[src/rtl/fir_avg_fifo_if.sv]
// Stream bundle between the FIR summer, the averaging FIFO and its consumer.
// The slave modport is the FIFO side; the master modport drives it.
interface fir_avg_fifo_if #(
    parameter int W     = 16,
    parameter int DEPTH = 4
);
    localparam int CW = $clog2(DEPTH + 1);

    logic [W+1:0]  in_data;
    logic          in_valid;
    logic [W-1:0]  out_data;
    logic          out_valid;
    logic          out_ready;
    logic [CW-1:0] count;
    logic          warm;
    logic          overflow;

    modport slave (
        input  in_data,
        input  in_valid,
        input  out_ready,
        output out_data,
        output out_valid,
        output count,
        output warm,
        output overflow
    );

    modport master (
        output in_data,
        output in_valid,
        output out_ready,
        input  out_data,
        input  out_valid,
        input  count,
        input  warm,
        input  overflow
    );
endinterface

[src/rtl/fir_avg_fifo.sv]
// Rounded sum/4 of the FIR tap sum, warm-up discard, and a small output FIFO.
// Upstream cannot stall: samples arriving at a full FIFO are dropped and flagged.
module fir_avg_fifo #(
    parameter int W      = 16,
    parameter int DEPTH  = 4,
    parameter int WARMUP = 3
) (
    input  logic             clk,
    input  logic             reset,
    fir_avg_fifo_if.slave    bus
);
    localparam int AW  = (DEPTH > 1) ? $clog2(DEPTH) : 1;
    localparam int CW  = $clog2(DEPTH + 1);
    localparam int WCW = (WARMUP > 0) ? $clog2(WARMUP + 1) : 1;

    logic [W+2:0]   sum_rnd;
    logic [W-1:0]   avg;

    logic [WCW-1:0] wcnt_q, wcnt_d;
    logic [AW-1:0]  wr_ptr_q, wr_ptr_d;
    logic [AW-1:0]  rd_ptr_q, rd_ptr_d;
    logic [CW-1:0]  count_q, count_d;
    logic           ovf_q, ovf_d;
    logic [W-1:0]   mem_q [DEPTH];

    logic           warm;
    logic           full;
    logic           empty;
    logic           accept;
    logic           pop;
    logic           push;
    logic           drop;

    // One extra bit of headroom keeps the +2 rounding carry.
    assign sum_rnd = {1'b0, bus.in_data} + (W + 3)'(2);
    assign avg     = W'(sum_rnd >> 2);

    assign warm   = (wcnt_q == WCW'(WARMUP));
    assign full   = (count_q == CW'(DEPTH));
    assign empty  = (count_q == '0);
    assign accept = bus.in_valid && warm;
    assign pop    = !empty && bus.out_ready;
    assign push   = accept && (!full || pop);
    assign drop   = accept && full && !pop;

    always_comb begin
        wcnt_d   = wcnt_q;
        wr_ptr_d = wr_ptr_q;
        rd_ptr_d = rd_ptr_q;
        count_d  = count_q;
        ovf_d    = ovf_q;
        if (bus.in_valid && !warm) begin
            wcnt_d = wcnt_q + WCW'(1);
        end
        if (push) begin
            wr_ptr_d = wr_ptr_q + AW'(1);
        end
        if (pop) begin
            rd_ptr_d = rd_ptr_q + AW'(1);
        end
        unique case ({push, pop})
            2'b10:   count_d = count_q + CW'(1);
            2'b01:   count_d = count_q - CW'(1);
            default: count_d = count_q;
        endcase
        if (drop) begin
            ovf_d = 1'b1;
        end
    end

    always_ff @(posedge clk) begin
        if (reset) begin
            wcnt_q   <= '0;
            wr_ptr_q <= '0;
            rd_ptr_q <= '0;
            count_q  <= '0;
            ovf_q    <= 1'b0;
        end else begin
            wcnt_q   <= wcnt_d;
            wr_ptr_q <= wr_ptr_d;
            rd_ptr_q <= rd_ptr_d;
            count_q  <= count_d;
            ovf_q    <= ovf_d;
        end
    end

    always_ff @(posedge clk) begin
        if (reset) begin
            for (int i = 0; i < DEPTH; i++) begin
                mem_q[i] <= '0;
            end
        end else if (push) begin
            mem_q[wr_ptr_q] <= avg;
        end
    end

    assign bus.out_data  = empty ? '0 : mem_q[rd_ptr_q];
    assign bus.out_valid = !empty;
    assign bus.count     = count_q;
    assign bus.warm      = warm;
    assign bus.overflow  = ovf_q;
endmodule

[src/flat_wrapper.sv]
// flat-port wrapper written by rule: the top's interface ports become plain ports
module fir_avg_fifo_flat 
#(
    parameter int W      = 16,
    parameter int DEPTH  = 4,
    parameter int WARMUP = 3
)
  (clk, reset, bus_in_data, bus_in_valid, bus_out_ready, bus_out_data, bus_out_valid, bus_count, bus_warm, bus_overflow);
  fir_avg_fifo_if #(.W(W), .DEPTH(DEPTH)) bus_i ();
  input  logic clk;
  input  logic reset;
  input wire logic [$bits(bus_i.in_data)-1:0] bus_in_data;
  input wire logic [$bits(bus_i.in_valid)-1:0] bus_in_valid;
  input wire logic [$bits(bus_i.out_ready)-1:0] bus_out_ready;
  output wire logic [$bits(bus_i.out_data)-1:0] bus_out_data;
  output wire logic [$bits(bus_i.out_valid)-1:0] bus_out_valid;
  output wire logic [$bits(bus_i.count)-1:0] bus_count;
  output wire logic [$bits(bus_i.warm)-1:0] bus_warm;
  output wire logic [$bits(bus_i.overflow)-1:0] bus_overflow;
  assign bus_i.in_data = bus_in_data;
  assign bus_i.in_valid = bus_in_valid;
  assign bus_i.out_ready = bus_out_ready;
  assign bus_out_data = bus_i.out_data;
  assign bus_out_valid = bus_i.out_valid;
  assign bus_count = bus_i.count;
  assign bus_warm = bus_i.warm;
  assign bus_overflow = bus_i.overflow;
  fir_avg_fifo #(.W(W), .DEPTH(DEPTH), .WARMUP(WARMUP)) u_core (.clk(clk), .reset(reset), .bus(bus_i));
endmodule
[config.mk]
export PLATFORM = sky130hd
export DESIGN_NAME = fir_avg_fifo_flat
export DESIGN_NICKNAME = d
export VERILOG_FILES = /design/src/rtl/fir_avg_fifo_if.sv /design/src/rtl/fir_avg_fifo.sv /design/src/flat_wrapper.sv
export SDC_FILE = /design/constraint.sdc
export NUM_CORES = 1
export LEC_CHECK = 0
export BUFFER_PORTS_ARGS = -buffer_cell sky130_fd_sc_hd__buf_2
export CELL_PAD_IN_SITES_DETAIL_PLACEMENT = 2
export CELL_PAD_IN_SITES_GLOBAL_PLACEMENT = 2
export CORE_UTILIZATION = 42
export DETAILED_ROUTE_END_ITERATION = 16
export PLACE_DENSITY_LB_ADDON = 0.1
export SLEW_MARGIN = 10
export SYNTH_ARGS = -nofsm -noshare
export SYNTH_HDL_FRONTEND = slang
export SYNTH_SLANG_ARGS = --single-unit
[constraint.sdc]
create_clock -name clk -period 4.25 [get_ports clk]
set_clock_uncertainty 0.2 [all_clocks]
set_input_delay 0.425 -clock clk [delete_from_list [all_inputs] [get_ports clk]]
set_output_delay 0.425 -clock clk [all_outputs]
set_load 0.01 [all_outputs]
# Word level (Yosys, flattened, before mapping)
# Memory sizes are Yosys's and may differ from the RTL's. A register that Yosys moved wholly into a read port is not among the register bits.
# Cells that the tools add are included.
# word_totals
word_cells	42
n_memories	1
ramBits	64
out_inout_bits	22
input_bits	22
regBits	10
# op_classes
add_sub_neg	6
n_eq_ne	4
n_mux	12
reduce_logical	14
# memory_table
name	depth	width	read_ports	rd_clocked_by_memory_dff	write_ports	line_no	source
u_core.mem_q	4	16	1	1	4	fir_avg_fifo.sv:24	logic [W-1:0] mem_q [DEPTH];
# op_table
op	n
16-bit 2-to-1 mux	2
18-bit by 2-bit adder with 18-bit output (second input constant)	1
16-bit OR reduction	1
2-bit by 1-bit adder with 2-bit output (second input constant)	3
1-bit logical AND	6
1-bit 2-to-1 mux	6
2-bit 2-to-1 mux	3
3-bit case mux with 2 select lines	1
2-bit equality test (second input constant)	2
1-bit zero test	4
3-bit by 1-bit adder with 3-bit output (second input constant)	1
3-bit equality test (second input constant)	1
3-bit zero test	1
3-bit by 1-bit subtractor with 3-bit output (second input constant)	1
2-bit by 1-bit equality test with 1-bit output (second input constant)	1
2-bit nonzero test	1
1-bit logical OR	1

# Logic depth before layout (Yosys ltp)
# Gate-level depths: netlist (run 1).
# logic_depth
ltp_word	10
mapped_depth	10
ltp_nobuf	10

# Worst setup path after synthesis (run 1)
# Ideal clock, no wire load.
# synth_path
path_kind	reg-to-reg
startpoint	register u_core.count_q[0], in the netlist u_core.bus.count[0]
endpoint	register u_core.count_q[2], in the netlist u_core.bus.count[2]
t_arrival_ns	2.241
synth_period_minus_slack_ns	2.511
setup_ns	0.070
path_stages_with_launch	10
path_slack_ns	1.739
required_time_ns	3.980
path_buffers	0
path_cell_list	dfxtp_1 -> nor4b_2 -> nor2_1 -> inv_1 -> ha_1 -> inv_1 -> fa_1 -> xor2_1 -> or3_1 -> a21oi_1
# synth_between
elab_chain_cells	7
word_cells_on_any_way	13
classes_between	add/sub: 2; eq/ne: 3; mux: 1; reduce/logical: 7
# synth_rtl
item	line_no	source
from (decl)	fir_avg_fifo.sv:22	logic [CW-1:0] count_q, count_d;
from (signal assigned)	fir_avg_fifo.sv:82	count_q <= count_d;
3-bit zero test	fir_avg_fifo.sv:40	assign empty = (count_q == '0);
1-bit zero test	fir_avg_fifo.sv:42	assign pop = !empty && bus.out_ready;
1-bit logical AND	fir_avg_fifo.sv:42	
1-bit logical OR	fir_avg_fifo.sv:43	assign push = accept && (!full || pop);
1-bit logical AND	fir_avg_fifo.sv:43	
2-bit by 1-bit equality test with 1-bit output / 2-bit equality test (equally long branches)	fir_avg_fifo.sv:61	unique case ({push, pop})
3-bit case mux with 2 select lines / 2-bit nonzero test (equally long branches)	-	
# Several ways; a longest one is shown, not always the timed one.
# A chain may end at the register's enable or synchronous reset.

# Final worst setup path (run 1)
# Ends and elaborated chain as after synthesis.

==> reports/qor.yml, run 1 <==
floorplanning:
  die_h_um: 95.4
  die-width_um: 95.4
  die_area_um2: 9100
  ios: 44
  rows: 33
  design.core.area_um2: 8340
  initial_utilization: 0.439
timing:
  min_period_ns: 2.95
  timing.final.crit_share: 0.693
  hold_viol_final: 0
  worstMarginPinSlew_ns: 0.935
  relSlewSlack: 0.376
  drv_slew: 0
  rsz0062_at_grt: "false"
  setup_tns_ns: 0
  fmax_mhz: 340
  finalSetupViolations: 0
pwr:
  peakVddDrop_v: 0.000146
  cellPowerDensity_nw_per_um2: 375
  p_leak_uw: 0.00160
synth:
  ys.flop_type: "edfxtp_1"
  synth_area_leaders: "edfxtp_1, mux4_2, dfxtp_1"
  synth_area_um2: 3660
  yosys_warnings: 0
  yosys-top-cells-count: "edfxtp_1, nor2_1, and2_1"
  synth.top_cell.area_share: 0.525
  yosysMostFrequentCell: "edfxtp_1"
  syn_area_per_cell_um2: 12.5
  synth_cells: 294
  ys_seq_area_frac: 0.590
  syn_nets: 320
  synth_cell_types: 40
  synth_edf_count: 64
  synthArstFlopShare: 0
  synth-seq-cells: 76
  yosys.area.top_type: "edfxtp_1"
grt:
  grt_pass1_wl_um: 16300
  grt.total_usage: 0.258
  grt_max_degree: 20
  antenna_found_initial: 0
  overflow: 0
  grt_pass1_vias: 2797
route:
  ant_nets: 0
  drcViolationCount: 0
  dr.first_iter.drc_count: 124
  drtPass1Iterations: 4
  viasPerCell: 5.72
  routed_wl_um: 10500
  wl_per_cell_um: 23.3
  vias: 2580
clocking:
  cts-resized-gates: 0
  clockBufferDepth: 2
  cts.clk_slew.worst_paths_ns: 0.08
  numCtsBuffers: 9
  post-cts-setup-buffers: 0
  cts_tree: "built"
  clock-root-buffer: "clkbuf_8"
  h-tree-depth: 3
  cts_hold_buf: 0
  clkLatencyLatePin_ns: 0.36
  clock_sinks: 76
outcome:
  status: "complete, no violations"
layout:
  fin_nets: 367
  stdcell_count: 451
  area_growth_pct: 15.5
  layout-drive-gt1-share: 0.246
  seqCellArea_um2: 2160
  fillCellCount: 860
  multi_input_area_um2: 1420
  antennaDiodeCount: 0
setup_path:
  crit_type: "flop to flop"
  reg2reg_slack_ns: 1.30
  endpoint_kind: "flop"
  startpoint_type: "flop"
  crit_fanout: 8
  crit_arrival_ns: 3.02
  crit_required_ns: 4.33
flow_run:
  drv_cap: 0
worst_hold_path:
  hp-class: "primary input to flop"
placement:
  place.gp.congestion: 0.734
  hpwlAfterDp_um: 7210
  dp.cells: 435
  io_buffers: 42
[metal layers]
layer	wire length (um)	global-route usage
met3	415	0.0455
met1	4490	0.329
met5	0	0
met2	5450	0.439
met4	168	0.0958
[worst max-delay path, cell delays in order (launching register included)]
cell and delay, ns:
dfxtp_1 0.37, nor4b_2 0.75, nor2_1 0.18, inv_1 0.10, ha_1 0.17, inv_1 0.06
fa_1 0.37, xor2_1 0.16, or3_1 0.32, a21oi_1 0.19
[sequential cells by signal, summed over array words and instances (netlist names), named ones only]
signal / count
u_core.bus.count: 3
u_core.bus.overflow: 1
u_core.mem_q: 64
u_core.rd_ptr_q: 2
u_core.wcnt_q: 2
u_core.wr_ptr_q: 2
[placed cells by master (no fill, tap or decap), types with 2 or more instances in the layout]
| cell | instances |
|---|---|
| a21oi_1 | 10 |
| and2_1 | 18 |
| buf_2 | 42 |
| buf_4 | 6 |
| clkbuf_16 | 2 |
| clkbuf_8 | 9 |
| clkinv_4 | 2 |
| dfxtp_1 | 12 |
| edfxtp_1 | 64 |
| ha_1 | 3 |
| inv_1 | 9 |
| mux4_2 | 16 |
| nand2_1 | 13 |
| nand2b_1 | 5 |
| nand3_1 | 5 |
| nand4_1 | 2 |
| nor2_1 | 62 |
| nor3_1 | 7 |
| nor4_1 | 2 |
| o211ai_1 | 4 |
| o21a_1 | 2 |
| o21ai_0 | 3 |
| o21ai_1 | 2 |
| or3_1 | 5 |
| or3_4 | 2 |
| or4_1 | 4 |
| xnor2_1 | 11 |
| xor2_1 | 6 |
[through the flow]
stage	cell area (um2)	util	worst slack, ns	total power [uW]	hold WS (ns)
after detailed placement	4000	0.480	1.25	970	0.274
after CTS	4230	0.507	1.29	1590	0.183
after global placement	4000	0.480	1.32	960	0.245
after global routing	4230	0.507	1.10	1630	0.209
final	4230	0.507	1.30	1580	0.191
after floorplan	3660	-	1.74	914	0.265
[where the power goes]
| part | total [uW] | switching [uW] | leakage (uW) | internal, uW |
|---|---|---|---|---|
| Clock | 633 | 289 | 0.000117 | 344 |
| Combinational | 110 | 69.9 | 0.000726 | 40.5 |
| Sequential | 841 | 10.8 | 0.000758 | 830 |
| Total | 1580 | 370 | 0.00160 | 1210 |
[worst paths after layout]
check | startpoint | endpoint | cells after the start
max reg2reg | u_core.bus.count[0] | u_core.bus.count[2] | 9
max | u_core.bus.count[0] | u_core.bus.count[2] | 9
min reg2reg | u_core.bus.overflow | u_core.bus.overflow | 2
min | bus_in_valid | u_core.bus.overflow | 3
[final cells by class]
cell class,count,area share
inverter,9,0.00799
sequential,76,0.511
timing repair buffer,48,0.0603
tap,105,0.0311
clock buffer,12,0.0420
clock inverter,4,0.0124
multi-input combinational,197,0.335
[cell families (layout without fill, tap and decap cells)]
kind of cell,after synthesis,after routing,share of synthesized area
buffers and inverters,21,73,0.0225
muxes,17,17,0.101
DFF,76,76,0.590
and+or+nand+nor,136,136,0.193
xor gates and xnor gates,17,17,0.0407
adders and majority gates,4,4,0.0157
AOI/OAI and AO/OA,23,23,0.0366
Power figures use the tool's default switching activity.
==> inputs of run 2 (changes only) <==
Settings changed: CORE_UTILIZATION 42 to 36.
Clock period 4.25 ns to 2.6 ns, I/O delays scaled along.
==> run 2 against run 1 <==
  * Clock power rose by 48%
  * Critical path depth unchanged
  * Sequential power rose by 63%
  * Die area up 16%
  * Power up 57%
  * Cell count grew 8.4%
  * Sequential share of layout area is 1.2 points lower
  * Maximum frequency grew 24%
  * Non-clock buffer count grew 10
  * First-iteration DRC count down 38%
  * Design area is 2.4% higher
  * Global-route usage shrank 5.7 points
  * Critical path type unchanged
  * Largest cell class unchanged
==> reports/qor.yml, run 2 (synthesis gave the netlist of run 1 again) <==
outcome:
  status: "complete, no violations"
timing:
  finalSetupViolations: 0
  fmax_mhz: 422
  layout_setup_ws_ns: 0.228
  rsz0062_at_grt: "false"
  whs_ns: 0.0291
  worstMarginPinSlew_ns: 0.526
  min_period_ns: 2.37
  hold_viol_final: 0
  setup_tns_ns: 0
  relSlewSlack: 0.646
  drv_slew: 0
  timing.final.crit_share: 0.912
worst_hold_path:
  min_from: "bus_in_valid"
  hp-class: "primary input to flop"
layout:
  finalInstanceArea_um2: 4330
  fin_nets: 377
  area_growth_pct: 18.3
  top_register: "u_core.mem_q"
  final_cell_mix: "edfxtp_1, nor2_1, buf_2"
  largest_reg_flops: 64
  final_common_cell: "edfxtp_1"
  final_util: 0.441
  antennaDiodeCount: 0
  layout-drive-gt1-share: 0.267
grt:
  overflow: 0
  grt.total_usage: 0.201
  grt_max_degree: 19
  grt_pass1_wl_um: 15100
  grt_pass1_vias: 2767
  antenna_found_initial: 0
placement:
  io_buffers: 42
  place.gp.congestion: 0.764
  place_area_um2: 4120
  hpwlAfterDp_um: 6810
  post-place-ws_ns: 0.183
clocking:
  post-cts-setup-buffers: 0
  h-tree-depth: 3
  clock_sinks: 76
  cts_tree: "built"
  clock-root-buffer: "clkbuf_8"
  cts-resized-gates: 0
  cts_hold_buf: 0
  numCtsBuffers: 9
  clkLatencyLatePin_ns: 0.35
  clockBufferDepth: 2
  cts.clk_slew.worst_paths_ns: 0.08
floorplanning:
  ios: 44
  die_area_um2: 10600
  die-width_um: 103
  rows: 36
  initial_utilization: 0.373
  die_h_um: 103
  design.core.area_um2: 9820
setup_path:
  crit_fanout: 6
  path_delay_family: "simple AND/OR/NAND/NOR gates"
  worstPathCellList: "nor4b_4, nor2_1, inv_1, ha_1, inv_1, fa_1, xor2_1, or3_1, a21oi_1"
  crit_start: "u_core.bus.count[0]"
  crit_arrival_ns: 2.46
  r2r-start: "u_core.bus.count[0]"
  endpoint_kind: "flop"
  path_buf_inv: 2
  cpMostUsedCell: "inv_1"
  crit_required_ns: 2.68
  crit_type: "flop to flop"
  crit_slowest_cell: "dfxtp_1"
  critPathMaxStageDelay_ns: 0.38
  startpoint_type: "flop"
route:
  wl_per_cell_um: 19.6
  ant_nets: 0
  drcViolationCount: 0
  vias: 2521
  dr.first_iter.drc_count: 77
  routed_wl_um: 9590
  viasPerCell: 5.16
  drtPass1Iterations: 4
pwr:
  peakVddDrop_v: 0.000345
  internal_power_uw: 1900
  p_comb_frac: 0.074
  cellPowerDensity_nw_per_um2: 576
  p_switching_uw: 593
  pwr-share-clk: 0.377
  p_seq_frac: 0.549
  switching_share: 0.238
  p_leak_uw: 0.00163
flow_run:
  drv_cap: 0
==> run 2: metrics by stage <==
step,std cells,total power (uW)
global route,489,2580
CTS,489,2530
finish,489,2490
detailed placement,473,1590
floorplan,294,1490
global placement,473,1580
==> run 2: worst reg2reg max path: stages, from the launching register on <==
cell	delay (ns)
dfxtp_1	0.38
nor4b_4	0.32
nor2_1	0.12
inv_1	0.07
ha_1	0.18
inv_1	0.06
fa_1	0.38
xor2_1	0.16
or3_1	0.31
a21oi_1	0.13
==> run 2: area by class of cell <==
class / instances / area, um2
flip-flops and latches: 76 / 2160
fillers: 1090 / 5490
clock buffers: 11 / 141
multi-input cells: 197 / 1430
well taps: 133 / 166
inverters: 9 / 33.8
clock inverters: 5 / 58.8
repair buffers: 58 / 343
==> run 2: power by group through the flow <==
stage	clock network (uW)	registers, uW	logic, uW
6_report	940	1370	185
5_1_grt	1000	1370	205
4_1_cts	967	1370	190
3_5_place_dp	0	1400	188
3_3_place_gp	0	1400	183
2_1_floorplan	0	1390	101
==> run 2: path summary, 6_finish.rpt <==
kind	endpoint	slack, ns	cells past startpoint
worst min register to register	u_core.bus.overflow	0.28	2
worst max register to register	u_core.bus.count[2]	0.23	9
worst min-delay path	u_core.bus.overflow	0.03	3
worst max-delay path	u_core.bus.count[2]	0.23	9
==> run 2: routing by layer <==
layer	track usage	vias up	part of all wire
met5	0	-	0
met4	0.0444	0	0.0066
met3	0.0475	4	0.028
met2	0.386	31	0.56
met1	0.225	1304	0.41
li1	-	1182	-
==> inputs of run 3 (changes only) <==
Settings changed: HOLD_SLACK_MARGIN set to 0.03.
==> run 3 against run 2 <==
  * Sequential cell count did not move
  * Critical endpoint unchanged
  * Global-route usage hardly changed
  * Core utilization grew 0.10 points
  * Clock-buffer cell count did not move
==> reports/qor.yml, run 3 (synthesis gave the netlist of run 1 again) <==
floorplanning:
  design.core.area_um2: 9820
  ios: 44
  initial_utilization: 0.373
  die-width_um: 103
  die_h_um: 103
  rows: 36
  die_area_um2: 10600
route:
  vias: 2531
  wl_per_cell_um: 19.6
  drtPass1Iterations: 4
  viasPerCell: 5.17
  drcViolationCount: 0
  routed_wl_um: 9610
  dr.first_iter.drc_count: 69
  ant_nets: 0
timing:
  drv_slew: 0
  worstMarginPinSlew_ns: 0.527
  finalSetupViolations: 0
  hold_viol_final: 0
  rsz0062_at_grt: "false"
  timing.final.crit_share: 0.912
  layout_setup_ws_ns: 0.228
  setup_tns_ns: 0
  fmax_mhz: 422
  relSlewSlack: 0.645
  whs_ns: 0.0765
  min_period_ns: 2.37
clocking:
  clockBufferDepth: 2
  cts_tree: "built"
  h-tree-depth: 3
  clock_sinks: 76
  numCtsBuffers: 9
  clkLatencyLatePin_ns: 0.35
  clock-root-buffer: "clkbuf_8"
  cts.clk_slew.worst_paths_ns: 0.08
  post-cts-setup-buffers: 0
setup_path:
  startpoint_type: "flop"
  path_delay_family: "simple AND/OR/NAND/NOR gates"
  path_buf_inv: 2
  crit_fanout: 6
  cpMostUsedCell: "inv_1"
  crit_arrival_ns: 2.46
  crit_type: "flop to flop"
  crit_required_ns: 2.68
  worstPathCellList: "nor4b_4, nor2_1, inv_1, ha_1, inv_1, fa_1, xor2_1, or3_1, a21oi_1"
  endpoint_kind: "flop"
  crit_slowest_cell: "dfxtp_1"
  critPathMaxStageDelay_ns: 0.38
pwr:
  p_comb_frac: 0.074
  pwr-share-clk: 0.377
  peakVddDrop_v: 0.000345
  internal_power_uw: 1900
  p_seq_frac: 0.549
  cellPowerDensity_nw_per_um2: 575
  p_leak_uw: 0.00164
  p_switching_uw: 593
  switching_share: 0.238
placement:
  dp.cells: 473
  post-place-ws_ns: 0.183
  place.gp.congestion: 0.764
  hpwlAfterDp_um: 6810
  io_buffers: 42
layout:
  final_common_cell: "edfxtp_1"
  antennaDiodeCount: 0
  fin_nets: 378
  final_cell_mix: "edfxtp_1, nor2_1, buf_2"
  top_register: "u_core.mem_q"
  fillCellCount: 1089
  largest_reg_flops: 64
  layout-drive-gt1-share: 0.266
  stdcell_count: 490
  area_growth_pct: 18.6
grt:
  gr-usage-met3: 0.0475
  grt_max_degree: 19
  grt_most_used_layer: "met2"
  grt_pass1_vias: 2770
  use_met2: 0.387
  grt.total_usage: 0.201
  overflow: 0
  grtUsageMet1: 0.225
  grt_pass1_wl_um: 15100
  antenna_found_initial: 0
flow_run:
  drv_cap: 0
outcome:
  status: "complete, no violations"
worst_hold_path:
  hp-class: "primary input to flop"
[run 3: cell types whose count changed in the layout (fill, tap and decap cells not counted)]
cell / before / now
dlygate4sd3_1: 0 / 1
[run 3: path summary, 6_finish.rpt]
check	start	end	cells after the start	slack (ns)
worst max-delay path	u_core.bus.count[0]	u_core.bus.count[2]	9	0.23
worst min-delay path	reset	u_core.bus.count[0]	2	0.08
worst max register to register	u_core.bus.count[0]	u_core.bus.count[2]	9	0.23
worst min register to register	u_core.bus.overflow	u_core.bus.overflow	2	0.28
[run 3: layout make-up]
class | instances | area, um2 | share of cell area
Timing Repair Buffer | 59 | 353 | 0.0813
Tap cell | 133 | 166 | 0.0383
Clock buffer | 11 | 141 | 0.0326
Inverter | 9 | 33.8 | 0.00778
Clock inverter | 5 | 58.8 | 0.0135
Sequential cell | 76 | 2160 | 0.498
Multi-Input combinational cell | 197 | 1430 | 0.329
[run 3: metrics by stage]
stage | power [uW] | area (um2) | util
global placement | 1580 | 4120 | 0.420
floorplan | 1490 | 3660 | -
global route | 2580 | 4340 | 0.442
detailed placement | 1590 | 4120 | 0.420
finish | 2500 | 4340 | 0.442
CTS | 2530 | 4330 | 0.441
[run 3: repair_timing]
item	CTS	global route
hold buffers	1	0
hold endpoints to repair	1	0
resized for setup	0	1
setup endpoints to repair	0	1
[run 3: routing by layer]
| metal | part of all wire | vias to the layer above |
|---|---|---|
| met5 | 0 | - |
| met4 | 0.0066 | 0 |
| met3 | 0.029 | 4 |
| met2 | 0.56 | 33 |
| met1 | 0.40 | 1309 |
| li1 | - | 1185 |
[run 3: power groups by stage]
| stage | Sequential (uW) | Combinational (uW) | Clock, uW |
|---|---|---|---|
| final | 1370 | 186 | 940 |
| after global routing | 1370 | 206 | 1000 |
| after CTS | 1370 | 191 | 967 |
| after detailed placement | 1400 | 188 | 0 |
| after global placement | 1400 | 183 | 0 |
| after floorplan | 1390 | 101 | 0 |
[run 3: worst register-to-register path, stage by stage (launching register included)]
cell     delay [ns]
dfxtp_1        0.38
nor4b_4        0.32
nor2_1         0.12
inv_1          0.07
ha_1           0.18
inv_1          0.06
fa_1           0.38
xor2_1         0.16
or3_1          0.31
a21oi_1        0.13
